## src/rtl/riscv_pkg.sv

```systemverilog
// Shared RV32I encoding constants, format enum and opcode-to-format decode.
// Used by the instruction encoder and its optional immediate range checker.
package riscv_pkg;

    localparam logic [6:0] OP_R      = 7'b0110011;
    localparam logic [6:0] OP_IMM    = 7'b0010011;
    localparam logic [6:0] OP_LOAD   = 7'b0000011;
    localparam logic [6:0] OP_STORE  = 7'b0100011;
    localparam logic [6:0] OP_BRANCH = 7'b1100011;
    localparam logic [6:0] OP_JAL    = 7'b1101111;
    localparam logic [6:0] OP_LUI    = 7'b0110111;
    localparam logic [6:0] OP_AUIPC  = 7'b0010111;

    localparam logic [31:0] NOP = 32'h0000_0013;

    typedef enum logic [2:0] {
        FMT_R,
        FMT_I,
        FMT_S,
        FMT_B,
        FMT_U,
        FMT_J,
        FMT_ILL
    } fmt_e;

    // Stage-1 payload: everything the packer needs one cycle later.
    typedef struct packed {
        fmt_e        fmt;
        logic [6:0]  opcode;
        logic [4:0]  rd;
        logic [4:0]  rs1;
        logic [4:0]  rs2;
        logic [2:0]  funct3;
        logic [6:0]  funct7;
        logic [31:0] imm;
    } s1_t;

    function automatic fmt_e fmt_of(input logic [6:0] op);
        fmt_e f;
        case (op)
            OP_R:              f = FMT_R;
            OP_IMM, OP_LOAD:   f = FMT_I;
            OP_STORE:          f = FMT_S;
            OP_BRANCH:         f = FMT_B;
            OP_JAL:            f = FMT_J;
            OP_LUI, OP_AUIPC:  f = FMT_U;
            default:           f = FMT_ILL;
        endcase
        return f;
    endfunction

endpackage

```

## src/rtl/inst_encoder_if.sv

```systemverilog
// Request/response bus of the instruction encoder; master = requester/consumer,
// slave = encoder. Both directions use valid/ready.
interface inst_encoder_if #(
    parameter int ERR_CNT_W = 16
) ();
    logic                 in_valid;
    logic                 in_ready;
    logic [6:0]           in_opcode;
    logic [4:0]           in_rd;
    logic [4:0]           in_rs1;
    logic [4:0]           in_rs2;
    logic [2:0]           in_funct3;
    logic [6:0]           in_funct7;
    logic [31:0]          in_imm;
    logic                 out_valid;
    logic                 out_ready;
    logic [31:0]          out_instr;
    logic [1:0]           out_err;
    logic [ERR_CNT_W-1:0] err_count;

    modport master (
        output in_valid, in_opcode, in_rd, in_rs1, in_rs2, in_funct3, in_funct7, in_imm,
        output out_ready,
        input  in_ready, out_valid, out_instr, out_err, err_count
    );

    modport slave (
        input  in_valid, in_opcode, in_rd, in_rs1, in_rs2, in_funct3, in_funct7, in_imm,
        input  out_ready,
        output in_ready, out_valid, out_instr, out_err, err_count
    );
endinterface

```

## src/rtl/inst_encoder_range_chk.sv

```systemverilog
// Immediate representability checker: flags immediates that the selected
// format cannot encode exactly. Purely combinational, no backpressure.
module inst_range_chk
    import riscv_pkg::*;
(
    input  fmt_e        i_fmt,
    input  logic [31:0] i_imm,
    output logic        o_violation
);
    logic w_i_ok;
    logic w_b_ok;
    logic w_j_ok;
    logic w_u_ok;

    // Sign-extension holds when all upper bits are identical.
    assign w_i_ok = (&i_imm[31:11]) || !(|i_imm[31:11]);
    assign w_b_ok = !i_imm[0] && ((&i_imm[31:12]) || !(|i_imm[31:12]));
    assign w_j_ok = !i_imm[0] && ((&i_imm[31:20]) || !(|i_imm[31:20]));
    assign w_u_ok = !(|i_imm[11:0]);

    always_comb begin
        o_violation = 1'b0;
        case (i_fmt)
            FMT_I, FMT_S: o_violation = !w_i_ok;
            FMT_B:        o_violation = !w_b_ok;
            FMT_J:        o_violation = !w_j_ok;
            FMT_U:        o_violation = !w_u_ok;
            default:      o_violation = 1'b0;
        endcase
    end

endmodule

```

## src/rtl/inst_encoder.sv

```systemverilog
// RV32I instruction encoder; range check present when INST_ENC_RANGE_CHECK_EN is defined.
// Latency 2 cycles (decode/register stage, pack stage), one word per cycle.
// Backpressure: out_ready low holds both stages; in_ready drops only when both are full.
module inst_encoder
    import riscv_pkg::*;
#(
    parameter int ERR_CNT_W = 16
) (
    input  logic           clk,
    input  logic           rst_n,
    inst_encoder_if.slave  bus
);
    fmt_e w_in_fmt;
    logic w_range_err;
    logic w_s1_adv;
    logic w_s2_adv;
    s1_t  w_s1_nxt;
    logic [31:0] w_pack;

    logic                 r_s1_vld;
    s1_t                  r_s1;
    logic [1:0]           r_s1_err;
    logic                 r_s2_vld;
    logic [31:0]          r_out_instr;
    logic [1:0]           r_out_err;
    logic [ERR_CNT_W-1:0] r_err_cnt;

    assign w_in_fmt = fmt_of(bus.in_opcode);

`ifdef INST_ENC_RANGE_CHECK_EN
    inst_range_chk u_range_chk (
        .i_fmt       (w_in_fmt),
        .i_imm       (bus.in_imm),
        .o_violation (w_range_err)
    );
`else
    assign w_range_err = 1'b0;
`endif

    // A stage may load when it is empty or its contents move on this cycle.
    assign w_s2_adv     = !r_s2_vld || bus.out_ready;
    assign w_s1_adv     = !r_s1_vld || w_s2_adv;
    assign bus.in_ready = w_s1_adv;

    always_comb begin
        w_s1_nxt.fmt    = w_in_fmt;
        w_s1_nxt.opcode = bus.in_opcode;
        w_s1_nxt.rd     = bus.in_rd;
        w_s1_nxt.rs1    = bus.in_rs1;
        w_s1_nxt.rs2    = bus.in_rs2;
        w_s1_nxt.funct3 = bus.in_funct3;
        w_s1_nxt.funct7 = bus.in_funct7;
        w_s1_nxt.imm    = bus.in_imm;
    end

    always_ff @(posedge clk or negedge rst_n) begin
        if (!rst_n) begin
            r_s1_vld <= 1'b0;
            r_s1     <= '0;
            r_s1_err <= '0;
        end else if (w_s1_adv) begin
            r_s1_vld <= bus.in_valid;
            if (bus.in_valid) begin
                r_s1     <= w_s1_nxt;
                r_s1_err <= {w_range_err, (w_in_fmt == FMT_ILL)};
            end
        end
    end

    always_comb begin
        w_pack = NOP;
        case (r_s1.fmt)
            FMT_R: w_pack = {r_s1.funct7, r_s1.rs2, r_s1.rs1, r_s1.funct3, r_s1.rd, r_s1.opcode};
            FMT_I: w_pack = {r_s1.imm[11:0], r_s1.rs1, r_s1.funct3, r_s1.rd, r_s1.opcode};
            FMT_S: w_pack = {r_s1.imm[11:5], r_s1.rs2, r_s1.rs1, r_s1.funct3,
                             r_s1.imm[4:0], r_s1.opcode};
            FMT_B: w_pack = {r_s1.imm[12], r_s1.imm[10:5], r_s1.rs2, r_s1.rs1, r_s1.funct3,
                             r_s1.imm[4:1], r_s1.imm[11], r_s1.opcode};
            FMT_J: w_pack = {r_s1.imm[20], r_s1.imm[10:1], r_s1.imm[11], r_s1.imm[19:12],
                             r_s1.rd, r_s1.opcode};
            FMT_U: w_pack = {r_s1.imm[31:12], r_s1.rd, r_s1.opcode};
            default: w_pack = NOP;
        endcase
    end

    always_ff @(posedge clk or negedge rst_n) begin
        if (!rst_n) begin
            r_s2_vld    <= 1'b0;
            r_out_instr <= '0;
            r_out_err   <= '0;
        end else if (w_s2_adv) begin
            r_s2_vld <= r_s1_vld;
            if (r_s1_vld) begin
                r_out_instr <= w_pack;
                r_out_err   <= r_s1_err;
            end
        end
    end

    always_ff @(posedge clk or negedge rst_n) begin
        if (!rst_n) begin
            r_err_cnt <= '0;
        end else if (r_s2_vld && bus.out_ready && (|r_out_err) && !(&r_err_cnt)) begin
            r_err_cnt <= r_err_cnt + ERR_CNT_W'(1);
        end
    end

    assign bus.out_valid = r_s2_vld;
    assign bus.out_instr = r_out_instr;
    assign bus.out_err   = r_out_err;
    assign bus.err_count = r_err_cnt;

endmodule
```

## src/flat_wrapper.sv

```systemverilog
// flat-port wrapper written by rule: the top's interface ports become plain ports
module inst_encoder_flat import riscv_pkg::*;
#(
    parameter int ERR_CNT_W = 16
)
  (clk, rst_n, bus_in_valid, bus_in_opcode, bus_in_rd, bus_in_rs1, bus_in_rs2, bus_in_funct3, bus_in_funct7, bus_in_imm, bus_out_ready, bus_in_ready, bus_out_valid, bus_out_instr, bus_out_err, bus_err_count);
  inst_encoder_if #(.ERR_CNT_W(ERR_CNT_W)) bus_i ();
  input  logic clk;
  input  logic rst_n;
  input wire logic [$bits(bus_i.in_valid)-1:0] bus_in_valid;
  input wire logic [$bits(bus_i.in_opcode)-1:0] bus_in_opcode;
  input wire logic [$bits(bus_i.in_rd)-1:0] bus_in_rd;
  input wire logic [$bits(bus_i.in_rs1)-1:0] bus_in_rs1;
  input wire logic [$bits(bus_i.in_rs2)-1:0] bus_in_rs2;
  input wire logic [$bits(bus_i.in_funct3)-1:0] bus_in_funct3;
  input wire logic [$bits(bus_i.in_funct7)-1:0] bus_in_funct7;
  input wire logic [$bits(bus_i.in_imm)-1:0] bus_in_imm;
  input wire logic [$bits(bus_i.out_ready)-1:0] bus_out_ready;
  output wire logic [$bits(bus_i.in_ready)-1:0] bus_in_ready;
  output wire logic [$bits(bus_i.out_valid)-1:0] bus_out_valid;
  output wire logic [$bits(bus_i.out_instr)-1:0] bus_out_instr;
  output wire logic [$bits(bus_i.out_err)-1:0] bus_out_err;
  output wire logic [$bits(bus_i.err_count)-1:0] bus_err_count;
  assign bus_i.in_valid = bus_in_valid;
  assign bus_i.in_opcode = bus_in_opcode;
  assign bus_i.in_rd = bus_in_rd;
  assign bus_i.in_rs1 = bus_in_rs1;
  assign bus_i.in_rs2 = bus_in_rs2;
  assign bus_i.in_funct3 = bus_in_funct3;
  assign bus_i.in_funct7 = bus_in_funct7;
  assign bus_i.in_imm = bus_in_imm;
  assign bus_i.out_ready = bus_out_ready;
  assign bus_in_ready = bus_i.in_ready;
  assign bus_out_valid = bus_i.out_valid;
  assign bus_out_instr = bus_i.out_instr;
  assign bus_out_err = bus_i.out_err;
  assign bus_err_count = bus_i.err_count;
  inst_encoder #(.ERR_CNT_W(ERR_CNT_W)) u_core (.clk(clk), .rst_n(rst_n), .bus(bus_i));
endmodule
```

## config.mk

```make
export PLATFORM = sky130hd
export DESIGN_NAME = inst_encoder_flat
export DESIGN_NICKNAME = d
export VERILOG_FILES = /design/src/rtl/riscv_pkg.sv /design/src/rtl/inst_encoder_if.sv /design/src/rtl/inst_encoder_range_chk.sv /design/src/rtl/inst_encoder.sv /design/src/flat_wrapper.sv
export SDC_FILE = /design/constraint.sdc
export NUM_CORES = 1
export LEC_CHECK = 0
export ABC_CLOCK_PERIOD_IN_PS = 2520
export CAP_MARGIN = 20
export CORE_ASPECT_RATIO = 1.4
export CORE_MARGIN = 2
export CORE_UTILIZATION = 50
export DETAILED_ROUTE_END_ITERATION = 10
export PLACE_DENSITY = 0.77
export SLEW_MARGIN = 40
export SYNTH_ARGS = -nofsm -noshare
export SYNTH_HDL_FRONTEND = slang
export SYNTH_SLANG_ARGS = --single-unit
```

## constraint.sdc

```tcl
create_clock -name clk -period 2.52 [get_ports clk]
set_clock_uncertainty 0.05 [all_clocks]
set_input_delay 0.63 -clock clk [delete_from_list [all_inputs] [get_ports clk]]
set_output_delay 0.63 -clock clk [all_outputs]
set_load 0.02 [all_outputs]
```

==> results of run 1 <==
## repair_timing
action / 4_1_cts / 5_1_grt
setup buffers: 0 / 0
endpoints found under the setup margin: 1 / 0
endpoints found under the hold margin: 0 / 0
gates resized for setup: 1 / 0
## path summary, 6_finish.rpt
kind                               startpoint  slack [ns]                        to  cells past startpoint
max                             bus_out_ready        0.26              bus_in_ready                      3
min                                     rst_n        0.09           u_core.r_s1[11]                      1
max reg2reg                   u_core.r_s1[65]        0.45  u_core.bus.out_instr[22]                      3
min reg2reg                u_core.r_s1_err[0]        0.42     u_core.bus.out_err[0]                      2
max in group asynchronous               rst_n        1.59           u_core.r_s1[19]                      2
min in group clk           u_core.r_s1_err[0]        0.42     u_core.bus.out_err[0]                      2
## kinds of logic after synthesis
| family | after synthesis | synth area share |
|---|---|---|
| buffers and inverters | 28 | 0.0248 |
| other | 1 | 0.000737 |
| AOI/OAI and AO/OA | 81 | 0.119 |
| xor gates and xnor gates | 14 | 0.0241 |
| muxes | 70 | 0.155 |
| adders and majority gates | 1 | 0.00246 |
| and+or+nand+nor | 89 | 0.0895 |
| DFF | 119 | 0.585 |
## where the power goes
part	internal, mW	switching (mW)
logic	0.657	0.573
clock network	1.63	0.791
registers	2.21	0.223
total	4.50	1.59
## metal layers
metal | routed length, um | vias up | track usage
met5 | 0 | - | 0
met4 | 150 | 0 | 0.0625
met3 | 680 | 17 | 0.0788
met2 | 6570 | 119 | 0.409
met1 | 4570 | 1936 | 0.261
li1 | - | 1735 | -
## cell usage in the layout (no fill, tap or decap), types with 2 or more instances in the layout
cell type        netlist  layout
o21a_1                 7       7
clkinv_2               0       3
clkbuf_1              13       4
a21oi_1                8       8
nand2_1               19      18
o21ai_0               10      10
o221ai_1               6       6
inv_1                  4       4
o22a_1                 3       3
nor2b_1                4       4
clkdlybuf4s50_1        0     116
and3_1                 4       4
a22o_1                 8       8
clkbuf_16              0      17
nand2b_1               3       3
clkbuf_8               0       3
mux2_2                66      66
clkinvlp_4             0       2
xor2_1                13      13
nor2_1                34      34
buf_12                 0       3
dfrtp_1              119     119
nor3_1                 5       5
mux2i_1                3       3
a221oi_1              13      13
nand3_1                3       3
bufinv_16              0       3
nor4_1                 5       5
a22oi_1               18      18
and4_1                 2       2
buf_4                  1      13
nand4_1                3       3
## through the flow
stage	instances	utilization	power, mW	setup TNS, ns
2_1_floorplan	403	-	3.07	0
3_3_place_gp	647	0.655	3.65	-0.000612
3_5_place_dp	647	0.655	3.70	-0.00639
4_1_cts	679	0.715	6.14	0
5_1_grt	679	0.715	6.35	0
6_report	679	0.715	6.08	0
## layout make-up
type                       count  area share
clock buffer                  24      0.0680
tap                          135      0.0239
clock inverter                 8      0.0170
multi-input combinational    256       0.281
sequential                   119       0.421
timing repair buffer         133       0.187
inverter                       4     0.00212
## worst max-delay path: cells and delay by family
kind	cells	cell delay, ns
and+or+nand+nor	1	0.13
buffers and inverters	2	0.81
## sequential cells by signal, summed over array words and instances (netlist names)
| name | count |
|---|---|
| u_core.r_s1_err | 1 |
| u_core.r_s1_vld | 1 |
| u_core.bus.out_err | 1 |
| u_core.bus.out_valid | 1 |
| u_core.r_s1 | 67 |
| u_core.bus.err_count | 16 |
| u_core.bus.out_instr | 32 |
==> impl_metrics.py, run 1 <==
metrics = {
    "outcome": {
        "status": "completed",
    },
    "clock_network": {
        "cts_max_path_buffers": 2,
        "htreeDepth": 4,
        "cts-root-buf": "clkbuf_16",
        "clk_pin_slew_ns": 0.05,
        "cts_hold_buffers": 0,
        "clk_latency_ns": 0.40,
        "cts_made_buffers": 17,
        "cts.sinks": 119,
        "cts_tree": "done",
    },
    "sta": {
        "fmax_ghz": 0.443,
        "slew_headroom": 0.501,
        "rsz0062_at_grt": "false",
        "fin_hold_ws_ns": 0.0854,
        "drv_slew": 0,
        "setup_ws_ns": 0.264,
        "post-route-period-util": 0.895,
        "post-route-min-period_ns": 2.26,
        "setup_viol": 0,
        "tightest_slew_ns": 0.747,
        "final_hold_viol_count": 0,
    },
    "logic_synthesis": {
        "yosysMostFrequentCell": "dfrtp_1",
        "synth-edff-count": 0,
        "synth_area_um2": 5090,
        "syn-num-nets": 472,
        "synth.top_cell.area_share": 0.585,
        "syn_avg_cell_area_um2": 12.6,
        "synth_top_cells_by_count": "dfrtp_1 (119), mux2_2 (66), nor2_1 (34)",
        "synth_cell_type_count": 47,
        "synthFlopType": "dfrtp_1",
        "yosysSeqAreaShare": 0.585,
        "async_flop_share": 1.00,
        "ys_seq_elements": 119,
        "netlist_top_cells_area": "dfrtp_1 (58%), mux2_2 (15%), a22oi_1 (2.7%)",
        "yosys.area.top_type": "dfrtp_1",
        "ys_warn_count": 0,
        "synth_cells": 403,
    },
    "placement": {
        "routabilityCongestion": 0.838,
        "io_buffer_count": 118,
        "dp_slack_ns": -0.00639,
        "place_area_um2": 6480,
        "post-dp-hpwl_um": 8460,
    },
    "final_layout": {
        "register_area_um2": 2980,
        "nNetsFinal": 600,
        "stdcell_area_um2": 7080,
        "diodes": 0,
        "fillers": 706,
        "multi_input_area_um2": 1990,
        "drive_above_1_share": 0.213,
        "synthToLayoutAreaGrowth_pct": 39.1,
    },
    "grt": {
        "first_global_vias": 3972,
        "antenna_found_initial": 0,
        "grt_max_degree": 40,
        "grt_pass1_wl_um": 19300,
        "overflow": 0,
        "grt_usage": 0.231,
    },
    "floorplan": {
        "dieArea_um2": 11000,
        "die_h_um": 123,
        "start_util": 0.514,
        "pin_count": 120,
        "fp.coreArea_um2": 9900,
        "die_w_um": 89.3,
        "row_count": 43,
    },
    "drt": {
        "first_iter_violations": 152,
        "via_per_inst": 5.61,
        "dr.pass1.iters": 4,
        "wl_per_cell_um": 17.6,
        "via_count": 3807,
        "drc": 0,
        "ant_nets": 0,
        "drt-total-wl_um": 12000,
    },
    "power_and_ir_drop": {
        "power_density_nw_per_um2": 859,
        "p_leak_nw": 3.05,
        "max-vdd-ir-drop_uv": 507,
    },
    "worst_setup_path": {
        "path_cells": "clkdlybuf4s50_1 -> nand3b_1 -> dlygate4sd2_1",
        "crit_arrival_ns": 1.58,
        "worst_setup_path_end_kind": "output pin",
        "required_ns": 1.84,
        "max_stage_delay_ns": 0.47,
        "slowest_stage": "clkdlybuf4s50_1",
        "cp_max_fo": 3,
        "start_kind": "primary input",
        "critPathKind": "primary input to output pin",
    },
    "job": {
        "max-cap-violations": 0,
    },
    "worst_hold_path": {
        "hp-class": "primary input to async pin",
    },
}
(Power assumes the default switching activity.)
==> run 2, diff against run 1 <==
--- a/config.mk
+++ b/config.mk
@@ -10,6 +10,7 @@
 export CORE_ASPECT_RATIO = 1.4
 export CORE_MARGIN = 2
 export CORE_UTILIZATION = 50
+export CTS_CLUSTER_SIZE = 14
 export DETAILED_ROUTE_END_ITERATION = 10
 export PLACE_DENSITY = 0.77
 export SLEW_MARGIN = 40
==> results of run 2 <==
Same layout as run 1: the final DEF is identical, and so are final timing and power.
==> run 3, diff against run 2 <==
--- a/config.mk
+++ b/config.mk
@@ -12,6 +12,7 @@
 export CORE_UTILIZATION = 50
 export CTS_CLUSTER_SIZE = 14
 export DETAILED_ROUTE_END_ITERATION = 10
+export MAX_ROUTING_LAYER = met4
 export PLACE_DENSITY = 0.77
 export SLEW_MARGIN = 40
 export SYNTH_ARGS = -nofsm -noshare
==> constraint.sdc (replaced) <==
create_clock -name clk -period 2.52 [get_ports clk]
set_clock_uncertainty 0.05 [all_clocks]
set_input_delay 0.63 -clock clk [delete_from_list [all_inputs] [get_ports clk]]
set_output_delay 0.63 -clock clk [all_outputs]
set_load 0.1 [all_outputs]
==> run 3 against run 2 <==
Against the previous run: global-route usage grew 1.4 points; critical path depth is the same; flip-flop and latch count is the same; cell area shrank 0.19%; utilization shrank 0.14 points; total power grew 17%; die area is the same; routed wire length grew 2.4%; sequential share of layout area grew 0.15 points; hold slack gained 0.11 ns; register-to-register slack is essentially flat; cell count shrank 0.29%; highest routed layer unchanged.
==> impl_metrics.py, run 3 (synthesis results as in run 1) <==
metrics = {
    "outcome": {
        "status": "completed",
    },
    "worst_setup_path": {
        "ff2ff_setup_slack_ns": 0.46,
        "max_stage_delay_ns": 0.43,
        "critPathKind": "primary input to output pin",
        "start_kind": "primary input",
        "cp_num_buf_inv": 2,
        "crit_arrival_ns": 1.62,
        "worst_setup_path_end_kind": "output pin",
        "required_ns": 1.84,
        "path_delay_family": "buffers and inverters",
        "rr_worst_depth": 5,
        "slowest_stage": "clkdlybuf4s50_1",
        "reg2reg_from": "u_core.bus.err_count[1]",
        "rr_endpoint": "u_core.bus.err_count[1]",
        "path_cells": "clkdlybuf4s50_1 -> nand3b_1 -> buf_12",
        "cp_max_fo": 3,
    },
    "clock_network": {
        "clk_latency_ns": 0.41,
        "cts_max_path_buffers": 2,
        "cts_tree": "done",
        "cts_hold_buffers": 0,
        "cts-root-buf": "clkbuf_16",
        "cts_resized": 0,
        "cts.sinks": 119,
        "clk_pin_slew_ns": 0.05,
        "cts_made_buffers": 17,
        "htreeDepth": 4,
        "cts_setup_buffers": 0,
    },
    "final_layout": {
        "drive_above_1_share": 0.314,
        "nNetsFinal": 598,
        "largest_reg_flops": 67,
        "fillers": 694,
        "layout.cells.non_filler": 677,
        "synthToLayoutAreaGrowth_pct": 38.8,
        "largest_register": "u_core.r_s1",
        "final_common_cell": "dfrtp_1",
        "mostFrequentLayoutCells": "dfrtp_1 (117), clkdlybuf4s50_1 (66), buf_4 (59), mux2_2 (58), nor2_1 (34)",
        "diodes": 0,
    },
    "grt": {
        "grt_max_degree": 50,
        "grt_usage": 0.245,
        "grt_pass1_wl_um": 19500,
        "first_global_vias": 3918,
        "overflow": 0,
        "antenna_found_initial": 0,
    },
    "worst_hold_path": {
        "hp-class": "primary input to async pin",
    },
    "power_and_ir_drop": {
        "p_clk_frac": 0.364,
        "internal_power_mw": 4.64,
        "combPwrFrac": 0.292,
        "max-vdd-ir-drop_uv": 538,
        "p_seq_frac": 0.344,
        "p_leak_nw": 3.19,
        "power_density_nw_per_um2": 1010,
        "p_switching_mw": 2.50,
        "switching_share": 0.350,
    },
    "sta": {
        "fin_setup_tns_ns": 0,
        "tightest_slew_ns": 0.718,
        "slew_headroom": 0.520,
        "fmax_ghz": 0.436,
        "post-route-min-period_ns": 2.30,
        "post-route-period-util": 0.911,
        "rsz0062_at_grt": "false",
        "final_hold_viol_count": 0,
        "drv_slew": 0,
        "fin_hold_ws_ns": 0.194,
        "setup_viol": 0,
    },
    "job": {
        "max-cap-violations": 0,
    },
    "drt": {
        "wl_per_cell_um": 18.1,
        "ant_nets": 0,
        "first_iter_violations": 202,
        "via_count": 3767,
        "via_per_inst": 5.56,
        "dr.pass1.iters": 5,
        "drt-total-wl_um": 12300,
        "drc": 0,
    },
    "floorplan": {
        "die_h_um": 123,
        "fp.coreArea_um2": 9900,
        "start_util": 0.514,
        "row_count": 43,
        "die_w_um": 89.3,
        "dieArea_um2": 11000,
        "pin_count": 120,
    },
    "placement": {
        "io_buffer_count": 118,
        "dp.cells": 645,
        "routabilityCongestion": 0.837,
        "post-dp-hpwl_um": 8450,
    },
}
## run 3: changes by cell type in the layout (fill, tap and decap cells not counted), sizes merged
cell and change:
clkdlybuf4s50 -50, bufinv +1, dlygate4sd2 -1, clkinvlp -2
buf +49, clkinv +1
## run 3: worst max-delay path by stage
| stage | from | end | cells after the start |
|---|---|---|---|
| 6_report | bus_out_ready | bus_in_ready | 3 |
| 2_1_floorplan | bus_out_ready | u_core.r_s1[10] | 4 |
| 5_1_grt | bus_out_ready | bus_in_ready | 3 |
| 4_1_cts | bus_out_ready | bus_in_ready | 3 |
| 3_5_place_dp | bus_out_ready | u_core.bus.out_instr[1] | 5 |
| 3_3_place_gp | bus_out_ready | u_core.bus.out_instr[1] | 5 |
## run 3: power by group through the flow
stage	clock, mW	combinational [mW]	sequential (mW)
3_5_place_dp	0	2.09	2.48
4_1_cts	2.62	2.10	2.45
3_3_place_gp	0	2.06	2.46
5_1_grt	2.73	2.18	2.49
2_1_floorplan	0	0.533	3.44
6_report	2.60	2.09	2.46
## run 3: per-layer routing
layer  track usage  share of wire  vias to the layer above
met5             -              0                        -
met4        0.0886          0.013                        0
met3        0.0721          0.044                       14
met2         0.401           0.54                      117
met1         0.285           0.40                     1898
li1              -              -                     1738
## run 3: final cells by class
cell class	count	area, um2	share of cell area
clock buffers	24	512	0.0724
clock inverters	8	140	0.0198
inverters	4	15.0	0.00212
multi-input cells	256	2020	0.286
flip-flops and latches	119	2980	0.422
well taps	135	169	0.0239
repair buffers	131	1220	0.173
## run 3: worst reg2reg max path: stages (launching register included)
cell      delay (ns)
dfrtp_1         0.44
ha_1            0.33
nand4_4         0.18
nor3_4          0.46
a21boi_2        0.16
mux2_4          0.32
## run 3: metrics by stage
| stage | util | setup WS, ns | power, mW | area [um2] |
|---|---|---|---|---|
| global route | 0.714 | 0.201 | 7.40 | 7070 |
| finish | 0.714 | 0.224 | 7.14 | 7070 |
| global placement | 0.648 | 0.205 | 4.52 | 6410 |
| floorplan | - | -0.123 | 3.97 | 5160 |
| detailed placement | 0.648 | 0.144 | 4.57 | 6410 |
| CTS | 0.714 | 0.227 | 7.18 | 7070 |
